===== config.mk =====
export PLATFORM = sky130hd
export DESIGN_NAME = alu_shift_sequencer
export DESIGN_NICKNAME = d
export VERILOG_FILES = /design/src/rtl/alu_pkg.sv /design/src/rtl/alu_shift_sequencer.sv
export SDC_FILE = /design/constraint.sdc
export NUM_CORES = 1
export LEC_CHECK = 0
export CELL_PAD_IN_SITES_DETAIL_PLACEMENT = 1
export CELL_PAD_IN_SITES_GLOBAL_PLACEMENT = 1
export CORE_ASPECT_RATIO = 2
export CORE_MARGIN = 4
export CORE_UTILIZATION = 26
export CTS_CLUSTER_DIAMETER = 40
export CTS_CLUSTER_SIZE = 12
export DETAILED_ROUTE_END_ITERATION = 10
export PLACE_DENSITY = 0.91
export SYNTH_ARGS = -nofsm -noshare
export SYNTH_HDL_FRONTEND = slang
export SYNTH_SLANG_ARGS = --single-unit

===== constraint.sdc =====
create_clock -name clk -period 3.8 [get_ports clk]
set_clock_uncertainty 0.2 [all_clocks]
set_input_delay 0.76 -clock clk [delete_from_list [all_inputs] [get_ports clk]]
set_output_delay 0.76 -clock clk [all_outputs]
set_load 0.02 [all_outputs]

===== src/rtl/alu_pkg.sv =====
// Shared definitions for the ALU and its issue/sequencing stage:
// opcode encodings, shift/legality helpers and the sequencer state type.
package alu_pkg;

  localparam int DATA_WIDTH  = 32;
  localparam int SHAMT_WIDTH = 5;

  localparam logic [3:0] OP_ADD = 4'b0000;
  localparam logic [3:0] OP_SUB = 4'b0001;
  localparam logic [3:0] OP_AND = 4'b0010;
  localparam logic [3:0] OP_OR  = 4'b0011;
  localparam logic [3:0] OP_XOR = 4'b0100;
  localparam logic [3:0] OP_NOT = 4'b0101;
  localparam logic [3:0] OP_SLA = 4'b0110;
  localparam logic [3:0] OP_SRA = 4'b0111;
  localparam logic [3:0] OP_SRL = 4'b1000;

  typedef enum logic [1:0] {
    IDLE = 2'd0,
    EXEC = 2'd1,
    DONE = 2'd2
  } state_t;

  // Shift opcodes are the ones executed as a chain of single-bit ALU steps.
  function automatic logic is_shift(input logic [3:0] op);
    return (op == OP_SLA) || (op == OP_SRA) || (op == OP_SRL);
  endfunction

  // Encodings above OP_SRL have no ALU meaning; the sequencer returns 0 for them.
  function automatic logic is_legal(input logic [3:0] op);
    return op <= OP_SRL;
  endfunction

endpackage


===== src/rtl/alu_shift_sequencer.sv =====
// Issue/sequencing stage in front of the ALU. Accepts one operation per
// handshake, drives the ALU from registered state, and realises multi-bit
// shifts by feeding the ALU result back as A with a 1-bit shift each cycle.
module alu_shift_sequencer
  import alu_pkg::*;
#(
  parameter int DATA_WIDTH  = alu_pkg::DATA_WIDTH,
  parameter int SHAMT_WIDTH = alu_pkg::SHAMT_WIDTH
) (
  input  logic                   clk,
  input  logic                   rst,
  input  logic                   in_valid,
  output logic                   in_ready,
  input  logic [3:0]             in_opcode,
  input  logic [DATA_WIDTH-1:0]  in_a,
  input  logic [DATA_WIDTH-1:0]  in_b,
  input  logic [SHAMT_WIDTH-1:0] in_shamt,
  output logic [3:0]             alu_opcode,
  output logic [DATA_WIDTH-1:0]  alu_a,
  output logic [DATA_WIDTH-1:0]  alu_b,
  output logic                   alu_shift_amount,
  input  logic [DATA_WIDTH-1:0]  alu_result,
  output logic                   out_valid,
  input  logic                   out_ready,
  output logic [DATA_WIDTH-1:0]  out_result,
  output logic                   busy
);

  state_t                 state_q, state_d;
  logic [3:0]             op_q;
  logic [DATA_WIDTH-1:0]  acc_q;
  logic [DATA_WIDTH-1:0]  b_q;
  logic [SHAMT_WIDTH-1:0] rem_q;

  logic accept;
  logic last_step;

  assign accept    = in_valid && in_ready;
  // Non-shifts finish after one EXEC cycle; shifts finish on the step that
  // consumes the last remaining bit (or immediately for a zero count).
  assign last_step = !is_shift(op_q) || (rem_q <= SHAMT_WIDTH'(1));

  // State register.
  always_ff @(posedge clk) begin
    // NOTE: sequential state is updated with non-blocking assignments so every
    // register samples pre-edge values regardless of statement order.
    if (rst) state_q <= IDLE;
    else     state_q <= state_d;
  end

  // Next-state logic.
  always_comb begin
    // NOTE: defaulting state_d before the case keeps every path assigned,
    // so no latch is inferred.
    state_d = state_q;
    case (state_q)
      IDLE:    if (accept)    state_d = EXEC;
      EXEC:    if (last_step) state_d = DONE;
      DONE:    if (out_ready) state_d = IDLE;
      default:                state_d = IDLE;
    endcase
  end

  // Handshake and status outputs decoded from the current state.
  always_comb begin
    in_ready         = (state_q == IDLE) && !rst;
    out_valid        = (state_q == DONE);
    busy             = (state_q != IDLE);
    alu_shift_amount = (state_q == EXEC) && is_shift(op_q) && (rem_q != '0);
  end

  // Operand capture and the iterate-through-the-ALU accumulator.
  always_ff @(posedge clk) begin
    if (rst) begin
      op_q  <= '0;
      acc_q <= '0;
      b_q   <= '0;
      rem_q <= '0;
    end else begin
      case (state_q)
        IDLE: begin
          if (accept) begin
            op_q  <= in_opcode;
            acc_q <= in_a;
            b_q   <= in_b;
            rem_q <= is_shift(in_opcode) ? in_shamt : '0;
          end
        end
        EXEC: begin
          // The ALU output for an undefined opcode is not trusted.
          acc_q <= is_legal(op_q) ? alu_result : '0;
          if (rem_q != '0) rem_q <= rem_q - SHAMT_WIDTH'(1);
        end
        default: ;
      endcase
    end
  end

  // ALU inputs come straight from registers: no combinational in_* -> alu_* path.
  assign alu_opcode = op_q;
  assign alu_a      = acc_q;
  assign alu_b      = b_q;

  // Result is presented only while valid and is held until the consumer takes it.
  assign out_result = (state_q == DONE) ? acc_q : '0;

endmodule


==> reports/qor.yml <==
numCtsBuffers: 9
critPathKind: "reg2out"
drv_cap: 0
gr-usage-all-layers_pct: 18.1
routed-via-count: 3856
critPathMaxStageDelay_ps: 650
nets: 740
yosysWarningCount: 0
min_period_ps: 3170
period_share_pct: 83.5
firstDrtPassIters: 4
outcome: "completed"
async_flop_share_pct: 0
syn_avg_cell_area_um2: 7.64
antenna_left: 0
cp-end-kind: "output port"
overflow: 0
n_fill_cell: 1462
synth_cell_type_count: 31
crit_required_ps: 2840
insertion_delay_ps: 320
io_buffers: 212
worstMarginPinSlew_ps: 714
cpMaxStageDelayCell: "clkdlybuf4s50_1"
power_leakage_nw: 2.09
grt_pass1_wl_mm: 21.0
worst_slew_margin_rel_pct: 52.3
setup_viol: 0
finalHoldViolations: 0
clockBufferDepth: 2
synthCells: 431
antenna_found_initial: 1
final_cell_area_um2: 5850
ir_drop_mv: 0.222
htree_levels: 3
drive_above_1_share_pct: 5.52
place_area_um2: 5550
drc: 0
finalWirelength_mm: 13.3
std_cell_rows: 57
fmax_mhz: 315
grt_max_degree: 48
synth-edff-count: 0
pre_cts_ws_ps: 620
grt_pass1_vias: 4290
worst_slack_ps: 629
clk_pin_slew_ps: 60
layout_common_cells: "clkdlybuf4s50_1, nand2_1, dfxtp_1"
cts_tree: "built"
hpwl_mm: 10.5
layout_commonest_cell: "clkdlybuf4s50_1"
holdBufCountCts: 0
setup_tns_ps: 0
hold_path_class: "reg2reg"
slew_violations: 0
critPathLaunchType: "flip-flop"
root_buffer: "clkbuf_16"
p_per_area_nw_per_um2: 399
initial_core_util_pct: 26.8
top_level_ports: 213
path_cells: "or3_1, mux2_2, nor3_1, clkdlybuf4s50_1"
cts.sinks: 75
die_area_um2: 14600
core_area_um2: 12300
area_growth_pct: 77.5
routed_via_density: 4.93
cts_setup_buffers: 0
gp_congestion: 0.792
die_w_um: 87.6
dieHeight_um: 167
critPathMaxFanout: 3
cts_repair_resize_count: 0
synth_fp_nets: 542
timing.hold.ws_ps: 259
grt_setup_unrepaired: "false"
ys_seq_area_share_pct: 45.6
worst_ep_arrival_time_ps: 2210
drtIter0Drc: 56
routedWlPerCell_um: 17.0
synth_ff_type: "dfxtp_1"
synth-seq-cells: 75
synthesis.area_um2: 3290
utilization_pct: 47.7
-- Yosys cell counts (2+ instances only) --
cell type	instances	area, µm²
a211oi_1	32	240
a21oi_1	5	25.0
a32o_1	3	30.0
and2_1	33	206
buf_2	11	55.1
clkbuf_1	23	86.3
dfxtp_1	75	1500
ha_1	2	25.0
inv_1	4	15.0
nand2_1	107	402
nand2b_1	2	12.5
nor2_1	39	146
nor3_1	5	25.0
o21ai_0	65	325
o21ai_1	7	35.0
or4b_1	3	30.0
-- registers in the layout, indices dropped and copies added (netlist names) --
signal / count
alu_a: 32
alu_b: 32
rem_q: 5
alu_opcode: 4
state_q: 2
-- cell families (layout without fill, tap and decap cells) --
family          count (synthesis)  count (layout)  share of synthesized area (%)
compound gates                119             119                           21.8
simple gates                  195             195                           26.4
flops                          75              75                           45.6
mux                             2               2                          0.646
fa+ha+maj                       2               2                          0.760
other cells                     0               1                              0
buf+inv                        38             241                           4.75
-- metal layers --
metal / part of all wire [%] / vias up / track usage [%]
met3: 5.8 / 32 / 4.13
met4: 3.6 / 0 / 7.55
met1: 34 / 1832 / 17.3
met5: 0 / - / 0
li1: - / 1843 / -
met2: 56 / 149 / 35.3
-- layout make-up --
type	instances	area (µm²)	area share (%)
antenna	1	2.50	0.0428
clock buffer	11	253	4.32
clock inverter	5	37.5	0.642
inverter	4	15.0	0.257
multi-input combinational	318	1650	28.2
sequential	75	1500	25.7
tap	147	184	3.15
timing repair buffer	221	2200	37.7
-- final timing paths --
kind | start | endpoint | slack (ps) | cells past startpoint
worst max-delay path | alu_opcode[0] | alu_shift_amount | 630 | 4
worst min-delay path | alu_b[0] | alu_b[0] | 260 | 2
worst max register to register | state_q[1] | alu_b[28] | 1770 | 4
worst min register to register | alu_b[0] | alu_b[0] | 260 | 2
-- worst max-delay path: cells and delay by family (launching register included) --
kind / cells / cell delay, ps
and+or+nand+nor: 2 / 600
DFF: 1 / 310
muxes: 1 / 320
buffers and inverters: 1 / 650
-- power by group --
part           internal [W]  switching, W
Combinational      0.000308      0.000302
Clock              0.000477      0.000334
Sequential         0.000862     0.0000520
-- through the flow --
stage	total power, W	cells
CTS	0.00238	781
global placement	0.00152	765
detailed placement	0.00155	765
finish	0.00233	782
global route	0.00246	782
floorplan	0.00120	431
No activity file was read; power rests on OpenSTA's default activity.
